File: src/rtl/alu_pkg.sv
// Shared definitions for the ALU execute stage: opcode encodings and FSM states.
// Used by alu_exec, the downstream output register and the testbench.
package alu_pkg;

    localparam int unsigned OPCODE_W = 3;

    // Opcode encodings presented on the opcode input.
    localparam logic [OPCODE_W-1:0] OP_ADD = 3'b000;
    localparam logic [OPCODE_W-1:0] OP_SUB = 3'b001;
    localparam logic [OPCODE_W-1:0] OP_AND = 3'b010;
    localparam logic [OPCODE_W-1:0] OP_OR  = 3'b011;
    localparam logic [OPCODE_W-1:0] OP_XOR = 3'b100;
    localparam logic [OPCODE_W-1:0] OP_SHL = 3'b101;
    localparam logic [OPCODE_W-1:0] OP_SHR = 3'b110;
    localparam logic [OPCODE_W-1:0] OP_MUL = 3'b111;

    // Execute-stage FSM states.
    typedef enum logic [1:0] {
        ST_IDLE = 2'b00,
        ST_MUL  = 2'b01,
        ST_DONE = 2'b10
    } state_e;

    // True for opcodes that need the iterative multiplier.
    function automatic logic is_multicycle(input logic [OPCODE_W-1:0] op);
        return op == OP_MUL;
    endfunction

endpackage

File: src/rtl/alu_exec_if.sv
// Handshake bundle between the issuing stage, the execute stage and the output register.
// slave: the execute stage; master: the side that issues ops and consumes results.
interface alu_exec_if #(
    parameter int unsigned WIDTH = 8
);
    import alu_pkg::*;

    logic                in_valid;
    logic                in_ready;
    logic [OPCODE_W-1:0] opcode;
    logic [WIDTH-1:0]    a;
    logic [WIDTH-1:0]    b;
    logic                out_valid;
    logic                out_ready;
    logic [WIDTH-1:0]    outR;
    logic                outCarry;
    logic                outZero;
    logic                busy;

    modport slave (
        input  in_valid,
        input  opcode,
        input  a,
        input  b,
        input  out_ready,
        output in_ready,
        output out_valid,
        output outR,
        output outCarry,
        output outZero,
        output busy
    );

    modport master (
        output in_valid,
        output opcode,
        output a,
        output b,
        output out_ready,
        input  in_ready,
        input  out_valid,
        input  outR,
        input  outCarry,
        input  outZero,
        input  busy
    );

endinterface

File: src/rtl/alu_mul_seq.sv
// Iterative shift-add multiplier. Operands are captured on the start edge; one partial
// product is accumulated per following edge. done is high in the cycle before the edge
// that completes the last iteration, and prod then shows the final product, so the
// consumer can register the result on that same edge.
module alu_mul_seq #(
    parameter int unsigned WIDTH = 8
) (
    input  logic               clk_in,
    input  logic               rst,
    input  logic               start,
    input  logic [WIDTH-1:0]   a,
    input  logic [WIDTH-1:0]   b,
    output logic               done,
    output logic [2*WIDTH-1:0] prod
);

    localparam int unsigned CntW = (WIDTH > 2) ? $clog2(WIDTH) : 1;
    localparam logic [CntW-1:0] LastIter = CntW'(WIDTH - 1);

    logic [2*WIDTH-1:0] mcand_q;
    logic [2*WIDTH-1:0] acc_q;
    logic [2*WIDTH-1:0] acc_d;
    logic [WIDTH-1:0]   mplier_q;
    logic [CntW-1:0]    cnt_q;
    logic               run_q;

    // Next accumulator value: add the shifted multiplicand when the multiplier LSB is set.
    always_comb begin
        acc_d = acc_q;
        if (mplier_q[0]) begin
            acc_d = acc_q + mcand_q;
        end
    end

    assign done = run_q && (cnt_q == LastIter);
    assign prod = acc_d;

    // Operand capture on start, then one shift-add step per edge until the last iteration.
    always_ff @(posedge clk_in or negedge rst) begin
        if (!rst) begin
            mcand_q  <= '0;
            acc_q    <= '0;
            mplier_q <= '0;
            cnt_q    <= '0;
            run_q    <= 1'b0;
        end else if (start) begin
            mcand_q  <= {{WIDTH{1'b0}}, a};
            acc_q    <= '0;
            mplier_q <= b;
            cnt_q    <= '0;
            run_q    <= 1'b1;
        end else if (run_q) begin
            acc_q    <= acc_d;
            mcand_q  <= mcand_q << 1;
            mplier_q <= mplier_q >> 1;
            cnt_q    <= cnt_q + CntW'(1);
            if (done) begin
                run_q <= 1'b0;
            end
        end
    end

endmodule

File: src/rtl/alu_exec.sv
// ALU execute stage. Takes one op at a time over a valid/ready handshake, computes
// single-cycle ops directly into the result registers and hands MUL to the iterative
// multiplier. The result is held until the output register takes it; a new op may be
// accepted on the same edge the previous result is consumed.
module alu_exec
    import alu_pkg::*;
#(
    parameter int unsigned WIDTH = 8
) (
    input logic          clk_in,
    input logic          rst,
    alu_exec_if.slave    bus
);

    state_e           state_q;
    logic [WIDTH-1:0] out_r_q;
    logic             out_carry_q;
    logic             out_zero_q;
    logic             out_valid_q;
    logic             busy_q;

    logic             in_ready;
    logic             accept;
    logic             mul_start;
    logic             mul_done;
    logic [2*WIDTH-1:0] mul_prod;

    logic [WIDTH:0]   sum;
    logic [WIDTH:0]   diff;
    logic [WIDTH-1:0] res_d;
    logic             carry_d;
    logic             mul_carry;

    // Ready when idle, or when the held result is being taken this cycle.
    assign in_ready  = (state_q == ST_IDLE) || ((state_q == ST_DONE) && bus.out_ready);
    assign accept    = bus.in_valid && in_ready;
    assign mul_start = accept && is_multicycle(bus.opcode);

    assign bus.in_ready  = in_ready;
    assign bus.out_valid = out_valid_q;
    assign bus.outR      = out_r_q;
    assign bus.outCarry  = out_carry_q;
    assign bus.outZero   = out_zero_q;
    assign bus.busy      = busy_q;

    // Single-cycle datapath on the live operands; only used on the accept edge.
    always_comb begin
        sum     = {1'b0, bus.a} + {1'b0, bus.b};
        diff    = {1'b0, bus.a} - {1'b0, bus.b};
        res_d   = '0;
        carry_d = 1'b0;
        case (bus.opcode)
            OP_ADD: begin
                res_d   = sum[WIDTH-1:0];
                carry_d = sum[WIDTH];
            end
            OP_SUB: begin
                // The extra MSB of the widened difference is the borrow.
                res_d   = diff[WIDTH-1:0];
                carry_d = diff[WIDTH];
            end
            OP_AND:  res_d = bus.a & bus.b;
            OP_OR:   res_d = bus.a | bus.b;
            OP_XOR:  res_d = bus.a ^ bus.b;
            OP_SHL: begin
                res_d   = {bus.a[WIDTH-2:0], 1'b0};
                carry_d = bus.a[WIDTH-1];
            end
            OP_SHR: begin
                res_d   = {1'b0, bus.a[WIDTH-1:1]};
                carry_d = bus.a[0];
            end
            default: begin
                res_d   = '0;
                carry_d = 1'b0;
            end
        endcase
    end

    // Overflow flag for MUL: any bit set in the upper half of the product.
    assign mul_carry = |mul_prod[2*WIDTH-1:WIDTH];

    alu_mul_seq #(
        .WIDTH (WIDTH)
    ) u_mul_seq (
        .clk_in (clk_in),
        .rst    (rst),
        .start  (mul_start),
        .a      (bus.a),
        .b      (bus.b),
        .done   (mul_done),
        .prod   (mul_prod)
    );

    // Control FSM with registered result, flags, out_valid and busy.
    always_ff @(posedge clk_in or negedge rst) begin
        if (!rst) begin
            state_q     <= ST_IDLE;
            out_r_q     <= '0;
            out_carry_q <= 1'b0;
            out_zero_q  <= 1'b0;
            out_valid_q <= 1'b0;
            busy_q      <= 1'b0;
        end else begin
            case (state_q)
                ST_IDLE, ST_DONE: begin
                    if (accept) begin
                        if (is_multicycle(bus.opcode)) begin
                            state_q     <= ST_MUL;
                            busy_q      <= 1'b1;
                            out_valid_q <= 1'b0;
                        end else begin
                            state_q     <= ST_DONE;
                            out_r_q     <= res_d;
                            out_carry_q <= carry_d;
                            out_zero_q  <= (res_d == '0);
                            out_valid_q <= 1'b1;
                        end
                    end else if ((state_q == ST_DONE) && bus.out_ready) begin
                        // Result consumed with nothing new: keep outR/flags, drop valid.
                        state_q     <= ST_IDLE;
                        out_valid_q <= 1'b0;
                    end
                end
                ST_MUL: begin
                    if (mul_done) begin
                        state_q     <= ST_DONE;
                        busy_q      <= 1'b0;
                        out_r_q     <= mul_prod[WIDTH-1:0];
                        out_carry_q <= mul_carry;
                        out_zero_q  <= (mul_prod[WIDTH-1:0] == '0);
                        out_valid_q <= 1'b1;
                    end
                end
                default: begin
                    state_q     <= ST_IDLE;
                    busy_q      <= 1'b0;
                    out_valid_q <= 1'b0;
                end
            endcase
        end
    end

endmodule

File: src/flat_wrapper.sv
// flat-port wrapper written by rule: the top's interface ports become plain ports
module alu_exec_flat import alu_pkg::*;
#(
    parameter int unsigned WIDTH = 8
)
  (clk_in, rst, bus_in_valid, bus_opcode, bus_a, bus_b, bus_out_ready, bus_in_ready, bus_out_valid, bus_outR, bus_outCarry, bus_outZero, bus_busy);
  alu_exec_if #(.WIDTH(WIDTH)) bus_i ();
  input logic clk_in;
  input logic rst;
  input wire logic [$bits(bus_i.in_valid)-1:0] bus_in_valid;
  input wire logic [$bits(bus_i.opcode)-1:0] bus_opcode;
  input wire logic [$bits(bus_i.a)-1:0] bus_a;
  input wire logic [$bits(bus_i.b)-1:0] bus_b;
  input wire logic [$bits(bus_i.out_ready)-1:0] bus_out_ready;
  output wire logic [$bits(bus_i.in_ready)-1:0] bus_in_ready;
  output wire logic [$bits(bus_i.out_valid)-1:0] bus_out_valid;
  output wire logic [$bits(bus_i.outR)-1:0] bus_outR;
  output wire logic [$bits(bus_i.outCarry)-1:0] bus_outCarry;
  output wire logic [$bits(bus_i.outZero)-1:0] bus_outZero;
  output wire logic [$bits(bus_i.busy)-1:0] bus_busy;
  assign bus_i.in_valid = bus_in_valid;
  assign bus_i.opcode = bus_opcode;
  assign bus_i.a = bus_a;
  assign bus_i.b = bus_b;
  assign bus_i.out_ready = bus_out_ready;
  assign bus_in_ready = bus_i.in_ready;
  assign bus_out_valid = bus_i.out_valid;
  assign bus_outR = bus_i.outR;
  assign bus_outCarry = bus_i.outCarry;
  assign bus_outZero = bus_i.outZero;
  assign bus_busy = bus_i.busy;
  alu_exec #(.WIDTH(WIDTH)) u_core (.clk_in(clk_in), .rst(rst), .bus(bus_i));
endmodule
File: config.mk
export PLATFORM = sky130hd
export DESIGN_NAME = alu_exec_flat
export DESIGN_NICKNAME = d
export VERILOG_FILES = /design/src/rtl/alu_pkg.sv /design/src/rtl/alu_exec_if.sv /design/src/rtl/alu_mul_seq.sv /design/src/rtl/alu_exec.sv /design/src/flat_wrapper.sv
export SDC_FILE = /design/constraint.sdc
export NUM_CORES = 1
export LEC_CHECK = 0
export CORE_MARGIN = 2
export CORE_UTILIZATION = 50
export DETAILED_ROUTE_END_ITERATION = 7
export PLACE_DENSITY = 0.73
export SYNTH_ARGS = -nofsm -noshare
export SYNTH_HDL_FRONTEND = slang
export SYNTH_SLANG_ARGS = --single-unit
File: constraint.sdc
create_clock -name clk_in -period 2.85 [get_ports clk_in]
set_input_delay 0.285 -clock clk_in [delete_from_list [all_inputs] [get_ports clk_in]]
set_output_delay 0.285 -clock clk_in [all_outputs]
set_load 0.01 [all_outputs]
* Word level (Yosys, flattened, before mapping)
Index checks and enable logic that the tools add are counted.
** Storage, ports and cells
- Memory bits (read-only) :: 0
- Bits in latches :: 0
- Output and inout port bits :: 13
- Input port bits :: 23
- Memories kept :: 0
- Bits in writable memories :: 0
- Bits in registers :: 58
** Cells by class
- $lt $le $gt $ge :: 0
- Multiply operators :: 0
- Shift-type cells :: 0
- Bitwise operators :: 3
- Reductions and logical operators :: 16
- Eq/ne operators :: 15
- Div/mod/pow operators :: 0
- Multiplexer cells :: 40
- Add/sub/neg operators :: 4
** Operators by type and width (number)
- $mux 16 :: 5
- $pmux 8 s7 :: 1
- $mux 8 :: 5
- $add 16x16->16 :: 1
- $logic_not 8->1 :: 2
- $mux 1 :: 16
- $pmux 8 s2 :: 1
- $eq 3x3->1 const B :: 5
- $add 8x8->9 :: 1
- $sub 8x8->9 :: 1
- $and 8x8->8 :: 1
- $mux 2 :: 4
- $or 8x8->8 :: 1
- $pmux 1 s2 :: 4
- $reduce_or 8->1 :: 1
- $xor 8x8->8 :: 1
- $eq 3x2->1 const B :: 2
- $mux 3 :: 2
- $ne 2x1->1 const B :: 3
- $logic_and 1x1->1 :: 4
- $pmux 1 s4 :: 1
- $pmux 2 s2 :: 1
- $reduce_and 4->1 :: 1
- $reduce_bool 2->1 :: 2
- 12 further kinds :: 12

* Longest topological paths before layout
Gate-level depths: netlist of the first run.
- Depth in word-level cells :: 6
- Depth in mapped cells :: 12
- Depth with buffers taken out :: 12

* Cells and area by module
A second synthesis of the first run with hierarchy kept.
** Unflattened totals
- Cells, all modules :: 565
- Area total of the unflattened synthesis :: 4947.2 um^2
** By module, submodules not included
- alu_mul_seq :: sequential area each 1101.1 um^2, instances 1, area each 2860.2 um^2, cells an instance 308
- alu_exec :: sequential area each 325.3 um^2, instances 1, area each 2087.0 um^2, cells an instance 257

* Worst setup path before layout of the first run
OpenSTA, ideal clock, no wires.
- Path kind :: register -> register
- Start :: register u_core.u_mul_seq.mcand_q[0]
- End :: register u_core.out_carry_q (netlist: u_core.bus.outCarry)
- Arrival :: 2.598 ns
- Path buffers :: 0
- Data required time :: 2.711 ns
- Period minus slack after synthesis :: 2.737 ns
- Stages on the path, launching flop included :: 12
- Setup slack :: 0.113 ns
- Cells stage by stage :: dfrtp_1 > ha_1 > fa_1 > a211oi_1 > o21bai_1 > o311ai_2 > a211oi_1 > o22ai_1 > xor2_1 > a21oi_1 > nor4b_2 > a32oi_1
** On the way
- Longest elaborated chain between the ends :: 5
** RTL lines
- start, declared :: line alu_mul_seq.sv:20 : logic [2*WIDTH-1:0] mcand_q;
- start signal, assigned :: line alu_mul_seq.sv:47 : mcand_q <= {{WIDTH{1'b0}}, a};
- start signal, assigned :: line alu_mul_seq.sv:54 : mcand_q <= mcand_q << 1;
- $add 16x16->16 :: line alu_mul_seq.sv:31 : acc_d = acc_q + mcand_q;
- $mux 16 :: line alu_mul_seq.sv:30 : if (mplier_q[0]) begin
- $reduce_or 8->1 :: line alu_exec.sv:81 : assign mul_carry = |mul_prod[2*WIDTH-1:WIDTH];
- $mux 1 :: line alu_exec.sv:126 : if (mul_done) begin
- $pmux 1 s2 :: line alu_exec.sv:105 : case (state_q)
- end signal, assigned :: line alu_exec.sv:115 : out_carry_q <= carry_d;
- end signal, assigned :: line alu_exec.sv:130 : out_carry_q <= mul_carry;
- end, declared :: line alu_exec.sv:17 : logic out_carry_q;
No other way between the ends. The select of a mux whose other input is x is not followed.
A chain may end at the register's enable or synchronous reset.

* Worst setup path in the final report of the first run
- Start :: register u_core.u_mul_seq.acc_q[1]
- End :: register u_core.out_carry_q (netlist: u_core.bus.outCarry)
** On the way
- Longest elaborated chain between the ends :: 5
** RTL lines
- start, declared :: line alu_mul_seq.sv:21 : logic [2*WIDTH-1:0] acc_q;
- start signal, assigned :: line alu_mul_seq.sv:42 : acc_q <= '0;
- start signal, assigned :: line alu_mul_seq.sv:48 : acc_q <= '0;
- start signal, assigned :: line alu_mul_seq.sv:53 : acc_q <= acc_d;
- $add 16x16->16 :: line alu_mul_seq.sv:31
- $mux 16 :: line alu_mul_seq.sv:30
- $reduce_or 8->1 :: line alu_exec.sv:81
- $mux 1 :: line alu_exec.sv:126
- $pmux 1 s2 :: line alu_exec.sv:105
No other way between the ends. The select of a mux whose other input is x is not followed.

==> flow_metrics.py, run 1 <==
metrics = {
    "flow_run": {
        "drv_cap": 0,
    },
    "die": {
        "die_w_um": 99.6,
        "initial_utilization": 0.519,
        "core_sq_um": 8810,
        "rows": 34,
        "die_h_um": 99.6,
        "boundaryPins": 36,
        "die_area_sq_um": 9910,
    },
    "layout": {
        "antenna_cells": 0,
        "nets": 682,
        "syn2layout_area_growth_pct": 29.0,
        "fin_util": 0.669,
        "multiInputGateArea_sq_um": 3090,
        "fill_cells": 726,
        "register_area_sq_um": 1430,
        "drive_above_1_share": 0.216,
    },
    "worst_setup_path": {
        "required_ps": 3050,
        "crit_arrival_ps": 3020,
        "path_max_fanout": 5,
        "path_class": "reg2reg",
        "crit_path_end_kind": "flip-flop",
        "r2r_cells": 12,
        "reg2reg_from": "u_core.u_mul_seq.acc_q[1]",
        "start_kind": "flip-flop",
        "r2r_end": "u_core.bus.outCarry",
        "reg2reg_slack_ps": 30,
    },
    "power": {
        "ir_drop_uv": 469,
        "total_power_mw": 5.16,
        "pwr_density_cell_nw_per_um2": 876,
        "leakage_nw": 2.72,
    },
    "placed_design": {
        "hpwl_um": 9460,
        "numPortBuffers": 35,
        "place.gp.congestion": 0.923,
        "dp_slack_ps": -384,
    },
    "synth": {
        "synth-main-ff-cell": "dfrtp_1",
        "synth_nets": 589,
        "netlist.area_leader.share": 0.312,
        "syn_inst": 522,
        "synth_area_leaders": "dfrtp_1 (31%), ha_1 (11%), mux2i_1 (9.4%)",
        "synth_top_cell_by_area": "dfrtp_1",
        "synth_area_sq_um": 4570,
        "synth_warnings": 0,
        "synth_cell_type_count": 58,
        "avgSynthCellArea_sq_um": 8.75,
        "yosysSeqAreaShare": 0.312,
        "synthMostInstantiatedCell": "nor2_1",
        "synth_edf_count": 0,
        "netlist_top_cells_count": "nor2_1 (60), dfrtp_1 (57), nand2_1 (57), mux2i_1 (43)",
        "ys_ff_latch": 57,
        "synthArstFlopShare": 1.00,
    },
    "global_routing": {
        "top_usage_layer": "met2",
        "antenna_found_initial": 0,
        "grt_pass1_wl_um": 20300,
        "grt_max_degree": 61,
        "gr-usage-met1": 0.331,
        "grt.overflow.total": 0,
        "grt_pass1_vias": 4077,
        "grtUsageTotal": 0.259,
        "grt.met2_usage": 0.425,
        "met3_usage": 0.0450,
    },
    "clock_network": {
        "cts_root_buf": "clkbuf_8",
        "cts_tree": "done",
        "clkSinkCount": 57,
        "path_clk_slew_ps": 80,
        "max-clock-path-buffers": 2,
        "clock_latency_ps": 340,
        "cts_hold_buf": 0,
        "cts_made_buffers": 9,
        "h-tree-depth": 3,
    },
    "timing": {
        "hold_viol_final": 0,
        "fmax_mhz": 354,
        "fin_ws_ps": 27.5,
        "period_share": 0.990,
        "setup_viol": 0,
        "maxSlewViolCount": 0,
        "rsz0062_at_grt": "yes",
        "finClkSkew_ps": 14.1,
        "tightestPinTransition_ps": 909,
        "min_period_ps": 2820,
        "slew_headroom": 0.394,
    },
    "route": {
        "viasPerCell": 5.84,
        "drt-wirelength-per-cell_um": 17.4,
        "drt_drc_violations_left": 0,
        "routed_wl_um": 12700,
        "ant_nets": 0,
        "num_vias": 4254,
        "drt_iter0_markers": 183,
        "dr.pass1.iters": 5,
    },
    "outcome": {
        "status": "finished, final reports clean",
    },
    "worst_hold_path": {
        "hold_path.class": "in2async",
    },
}
[sequential cells by signal (all words and copies together), names as in the netlist]
signal and cells:
u_core.state_q 2, u_core.u_mul_seq.run_q 1, u_core.u_mul_seq.cnt_q 3, u_core.bus.outCarry 1
u_core.bus.outZero 1, u_core.u_mul_seq.mplier_q 8, u_core.u_mul_seq.acc_q 16, u_core.bus.busy 1
u_core.bus.outR 8, u_core.u_mul_seq.mcand_q 16
[through the flow]
stage                     hold slack [ps]  instance area (sq um)  TNS (ps)  cells
after CTS                            91.8                   5750         0    723
after global placement                441                   5470      -893    706
final                                58.1                   5890         0    728
after detailed placement              461                   5470     -1110    706
after floorplan                     -10.6                   4570         0    522
after global routing                  126                   5890      -151    728
[worst max-delay path by stage]
stage	start	to	cells past startpoint	slack (ps)
finish	u_core.u_mul_seq.acc_q[1]	u_core.bus.outCarry	12	30
global route	u_core.u_mul_seq.acc_q[1]	u_core.bus.outCarry	12	-100
CTS	bus_a[0]	u_core.bus.outZero	12	5
detailed placement	bus_a[0]	u_core.bus.outZero	12	-380
global placement	bus_a[0]	u_core.bus.outZero	12	-360
floorplan	u_core.u_mul_seq.mcand_q[0]	u_core.bus.outCarry	11	110
[area by class of cell]
| type | instances | share of cell area |
|---|---|---|
| inverters | 26 | 0.0166 |
| multi-input cells | 414 | 0.525 |
| flip-flops and latches | 57 | 0.242 |
| repair buffers | 107 | 0.156 |
| clock inverters | 5 | 0.0134 |
| clock buffers | 11 | 0.0240 |
| well taps | 108 | 0.0229 |
[cell usage in the layout (no fill, tap or decap), types with 3 or more instances in the layout]
| cell type | count |
|---|---|
| clkbuf_8 | 10 |
| nor2b_1 | 6 |
| a22o_1 | 3 |
| o22ai_1 | 8 |
| mux2i_1 | 42 |
| ha_1 | 36 |
| ha_4 | 3 |
| a211oi_1 | 15 |
| buf_4 | 70 |
| o21ai_0 | 40 |
| nand4_1 | 3 |
| nor2_1 | 59 |
| a211oi_2 | 4 |
| dfrtp_1 | 56 |
| clkdlybuf4s50_1 | 32 |
| o21bai_1 | 3 |
| xor2_1 | 7 |
| mux2_2 | 3 |
| a21o_1 | 8 |
| o211ai_1 | 4 |
| fa_2 | 3 |
| xnor2_1 | 10 |
| o21ai_1 | 7 |
| a31oi_1 | 3 |
| nor3_1 | 7 |
| inv_2 | 4 |
| nand2_1 | 57 |
| a21oi_1 | 22 |
| inv_1 | 22 |
| nand3_1 | 7 |
| nand2b_1 | 4 |
[per-layer routing]
| layer | wire [um] | vias to the layer above |
|---|---|---|
| met5 | 0 | - |
| met4 | 497 | 0 |
| met3 | 505 | 30 |
| met2 | 6120 | 130 |
| met1 | 5530 | 2032 |
| li1 | - | 2062 |
[critical path, stage by stage (launching register included)]
cell	delay, ps
dfrtp_1	400
buf_4	160
ha_4	220
a211oi_4	270
nor2_2	90
o31ai_4	290
nor2_2	90
o41ai_4	310
buf_4	200
o21ai_2	80
mux2i_2	170
xnor2_2	280
a32oi_1	140
[report_power, final]
group          internal (mW)  total, mW  switching [mW]
Clock                  0.515      0.863           0.347
Sequential              1.11       1.35           0.245
Combinational           1.35       2.95            1.60
Total                   2.97       5.16            2.19
[cell families (layout without fill, tap and decap cells)]
kind of cell               Yosys count  in the layout  synth area share
buffers and inverters               51            149            0.0438
AOI/OAI and AO/OA                  153            153             0.234
DFF                                 57             57             0.312
xor gates and xnor gates            18             18            0.0345
muxes                               47             47             0.107
adders and majority gates           44             44             0.125
and+or+nand+nor                    152            152             0.144
[timing repair]
item	CTS	global route
setup buffers	1	5
setup endpoints to repair	3	5
resized for setup	9	21
pin swaps	6	18
Note: power is estimated with default switching activity, not from simulation.
==> run 2: changes to the inputs <==
--- a/constraint.sdc
+++ b/constraint.sdc
@@ -3,2 +3,2 @@
 set_output_delay 0.285 -clock clk_in [all_outputs]
-set_load 0.01 [all_outputs]
+set_load 0.05 [all_outputs]
==> results of run 2 <==
The final DEF is identical to that of run 1. Status: finished, final reports clean.
Main changes from that run: total power 5.16 mW -> 5.30 mW; worst IR drop on VDD 469 uV -> 479 uV
==> run 3: changes to the inputs <==
Settings changed: CORE_MARGIN 2 to 3, GPL_TIMING_DRIVEN set to 0, TNS_END_PERCENT set to 100.
==> run 3 against run 2 <==
The run now ends with negative setup slack left. Register-to-register slack worse by 150 ps. Power is 2.7% lower. Critical endpoint unchanged. Combinational power is 7.1% lower. Worst setup slack worse by 150 ps. Largest cell class unchanged.
==> flow_metrics.py, run 3 (synthesis gave the netlist of run 1 again) <==
metrics = {
    "outcome": {
        "status": "finished, violations left",
        "violations": "negative setup slack",
    },
    "layout": {
        "antenna_cells": 0,
        "reg_top3": "u_core.u_mul_seq.acc_q (16), u_core.u_mul_seq.mcand_q (16)",
        "fin_util": 0.624,
        "syn2layout_area_growth_pct": 20.2,
        "fill_cells": 737,
        "final_cell_mix": "nor2_1 (60), nand2_1 (57), dfrtp_1 (57), mux2i_1 (43), o21ai_0 (41)",
        "final_common_cell": "nor2_1",
        "nets": 642,
        "drive_above_1_share": 0.114,
    },
    "route": {
        "ant_nets": 0,
        "routed_wl_um": 12100,
        "drt-wirelength-per-cell_um": 17.5,
        "drt_drc_violations_left": 0,
        "wl_met1_um": 5540,
        "drt_iter0_markers": 198,
        "wl_met3_um": 589,
        "top_layer_used": "met4",
        "dr.pass1.iters": 5,
        "num_vias": 4111,
        "wl_met2_um": 5670,
        "viasPerCell": 5.98,
    },
    "worst_hold_path": {
        "hold_path.class": "in2reg",
        "min_path_cells": 3,
    },
    "worst_setup_path": {
        "reg2reg_from": "u_core.u_mul_seq.mcand_q[0]",
        "crit_arrival_ps": 3190,
        "path_class": "reg2reg",
        "path_max_fanout": 3,
        "required_ps": 3070,
        "r2r_cells": 12,
        "reg2reg_slack_ps": -120,
        "start_kind": "flip-flop",
        "setup.worst_path.end": "u_core.bus.outCarry",
        "crit_start": "u_core.u_mul_seq.mcand_q[0]",
        "r2r_end": "u_core.bus.outCarry",
        "crit_path_end_kind": "flip-flop",
    },
    "timing": {
        "period_share": 1.04,
        "setup_viol": 1,
        "finalSetupTns_ps": -123,
        "rsz0062_at_grt": "yes",
        "min_period_ps": 2970,
        "slew_headroom": 0.451,
        "fin_ws_ps": -123,
        "maxSlewViolCount": 0,
        "tightestPinTransition_ps": 824,
        "finClkSkew_ps": 12.5,
        "fmax_mhz": 336,
        "hold_viol_final": 0,
    },
    "die": {
        "core_sq_um": 8810,
        "die_area_sq_um": 10300,
        "rows": 34,
        "boundaryPins": 36,
        "die_h_um": 102,
        "initial_utilization": 0.519,
        "die_w_um": 102,
    },
    "placed_design": {
        "numPortBuffers": 35,
        "dp_slack_ps": -772,
        "hpwl_um": 9090,
        "place.gp.congestion": 0.922,
    },
    "clock_network": {
        "max-clock-path-buffers": 2,
        "cts_made_buffers": 9,
        "cts_root_buf": "clkbuf_8",
        "path_clk_slew_ps": 80,
        "cts_tree": "done",
        "clock_latency_ps": 350,
        "h-tree-depth": 3,
        "clkSinkCount": 57,
    },
    "power": {
        "leakage_nw": 2.48,
        "pwr_density_cell_nw_per_um2": 939,
        "p_clk_frac": 0.187,
        "p_sw_frac": 0.445,
        "seqPwrFrac": 0.257,
        "combPwrFrac": 0.556,
        "power.internal_mw": 2.86,
        "power.switching_mw": 2.29,
        "ir_drop_uv": 465,
        "total_power_mw": 5.16,
    },
    "global_routing": {
        "grt_max_degree": 31,
        "grt_pass1_vias": 3965,
        "grtUsageTotal": 0.242,
        "antenna_found_initial": 0,
        "grt_pass1_wl_um": 19900,
        "grt.overflow.total": 0,
    },
    "flow_run": {
        "drv_cap": 0,
    },
}
==> run 3: cell types whose count changed in the layout (fill, tap and decap cells not counted), moves of 3 or more <==
cell             before  now
buf_4                70    6
clkbuf_1              1   16
clkdlybuf4s50_1      32   25
buf_2                 1    6
dlygate4sd2_1         0    4
ha_1                 36   39
==> run 3: timing repair <==
action | CTS | global route
hold buffers | 1 | 0
hold endpoints to repair | 27 | 0
setup endpoints to repair | 3 | 4
setup buffers | 4 | 2
gates resized for setup | 22 | 12
pin swaps | 8 | 10
==> run 3: critical path, stage by stage, from the launching register on <==
cell and delay, ps:
dfrtp_1 430, ha_4 200, fa_2 400, a211oi_4 320
o21bai_4 120, o311ai_4 240, buf_4 160, nand2_1 80
a31oi_2 230, xnor2_1 140, o21ai_1 130, nor4b_4 250
a32oi_1 130
==> run 3: worst min-delay path by stage <==
| stage | to | slack (ps) | startpoint |
|---|---|---|---|
| after floorplan | u_core.bus.busy | -10 | rst |
| after global placement | u_core.bus.outR[7] | 460 | u_core.bus.outR[7] |
| after detailed placement | u_core.u_mul_seq.mcand_q[11] | 350 | rst |
| after CTS | u_core.u_mul_seq.mcand_q[0] | 330 | bus_a[0] |
| after global routing | u_core.u_mul_seq.mplier_q[3] | 290 | bus_b[3] |
| final | u_core.u_mul_seq.mplier_q[3] | 260 | bus_b[3] |
==> run 3: power groups by stage <==
| stage | sequential, mW | clock [mW] | combinational [mW] |
|---|---|---|---|
| finish | 1.33 | 0.962 | 2.87 |
| global route | 1.36 | 1.01 | 3.15 |
| CTS | 1.32 | 0.974 | 2.72 |
| detailed placement | 1.34 | 0 | 2.61 |
| global placement | 1.32 | 0 | 2.54 |
| floorplan | 1.43 | 0 | 1.86 |
==> run 3: cell type report <==
class / count / area, sq um / share of cell area
buffer: 24 / 100 / 0.0182
clock buffer: 9 / 124 / 0.0226
clock inverter: 7 / 125 / 0.0228
inverter: 26 / 97.6 / 0.0178
multi-input combinational: 414 / 3060 / 0.558
sequential: 57 / 1430 / 0.260
tap: 108 / 135 / 0.0246
timing repair buffer: 43 / 422 / 0.0768
==> run 3: metal layers <==
metal	vias to the layer above	GRT usage
met5	-	0
met4	0	0.0838
met3	23	0.0503
met2	133	0.378
met1	1974	0.333
li1	1981	-
==> run 3: stage by stage <==
step / cells / hold slack, ps / cell area, sq um
CTS: 686 / 335 / 5420
global placement: 665 / 465 / 5050
detailed placement: 666 / 347 / 5070
finish: 688 / 259 / 5490
global route: 688 / 295 / 5490
floorplan: 522 / -10.6 / 4570
==> edit (flow settings as in run 1) <==
Re-encode `state_e` (3 states) as one-hot, 3 bits wide.
--- a/src/rtl/alu_pkg.sv
+++ b/src/rtl/alu_pkg.sv
@@ -15,10 +15,10 @@
     localparam logic [OPCODE_W-1:0] OP_MUL = 3'b111;
 
     // Execute-stage FSM states.
-    typedef enum logic [1:0] {
-        ST_IDLE = 2'b00,
-        ST_MUL  = 2'b01,
-        ST_DONE = 2'b10
+    typedef enum logic [2:0] {
+        ST_IDLE = 3'b001,
+        ST_MUL  = 3'b010,
+        ST_DONE = 3'b100
     } state_e;
 
     // True for opcodes that need the iterative multiplier.
Check against the original RTL: no difference found for any inputs over 4 cycles, from zero or initial values and one cycle with rst low; so few cycles prove little.
==> edit against run 1 <==
- total power is 5.4% higher
- sequential share of layout area is 0.37 points higher
- cell area is 0.30% higher
- global-route usage is 1.9 points higher
- synthesized cell count is 8.8% higher
- the flow now finishes with violations (setup timing)
- wire length is 5.4% higher
- worst setup slack worse by 0.21 ns
- synthesized area is 3.2% higher
- sequential cell count is 1 higher
- largest power group unchanged
==> edit: results <==
[placement]
hpwl_um = 10000
dpl_cell_area_um2 = 5660
post-place-ws_ns = -0.319

[cells_and_area]
drive_above_1_share_pct = 16.1
nets = 726

[yosys]
yosysSeqAreaShare_pct = 30.8
syn_inst = 568
synthesis.nets = 635
ys_top_cells_by_count = "nor2_1, dfrtp_1, nand2_1, a21oi_1, ha_1"
synth_area_leaders = "dfrtp_1, ha_1, mux2i_1, nor2_1, a21oi_1"
ys_types = 55

[min_path]
min_path_type = "in2reg"

[power]
seq_cell_power_uw = 1430
clkPwrFrac_pct = 15.0
p_leak_uw = 0.00272
switchingPower_uw = 2330

[run_status]
status = "finished with violations"
violations = "setup timing"

[clock_tree]
cts_setup_buffers = 0

[detailed_routing]
drt_iter0_markers = 259
wl_um = 13300
met3WireLength_um = 623
dr_wl_met2_um = 6500
wl_per_cell_um = 17.2

[timing]
finalClockSkew_ns = 0.0162
setup_tns_ns = -0.182
finalSetupViolCount = 1
worst_slack_ns = -0.182
whs_ns = 0.403
worstMarginPinSlew_ns = 0.588

[grt]
met1_usage_pct = 35.8
grt_pass1_wl_um = 22300
met2_usage_pct = 46.9
use_met3_pct = 3.54
track_usage_pct = 27.7

[worst_setup_path]
r2r_start = "u_core.u_mul_seq.mcand_q[0]"
slowest_stage = "or4b_1"
cp.arrival_ns = 3.24
cpPeakStageDelay_ns = 0.55
## edit: changes by cell type after synthesis, moves of 8 or more
cell | before | now
a21oi_1 | 23 | 48
clkbuf_1 | 16 | 24
nor2_1 | 60 | 79
o21ai_0 | 41 | 32
## edit: cell families after synthesis
logic type | after synthesis | synth area share [%]
xor gates and xnor gates | 22 | 4.09
muxes | 40 | 8.84
DFF | 58 | 30.8
and+or+nand+nor | 195 | 18.6
AOI/OAI and AO/OA | 155 | 21.1
adders and majority gates | 44 | 12.2
buffers and inverters | 54 | 4.33
## edit: cell type report
class | count | area, µm²
multi-input cells | 456 | 3100
repair buffers | 107 | 903
flip-flops and latches | 58 | 1450
clock inverters | 4 | 50.0
well taps | 111 | 139
inverters | 27 | 101
fillers | 807 | 3290
clock buffers | 12 | 155
## edit: what timing repair did
action	4_1_cts	5_1_grt
gates cloned	0	0
hold buffers	1	0
gates resized for setup	2	4
endpoints found under the hold margin	21	0
endpoints found under the setup margin	1	3
pin swaps	4	5
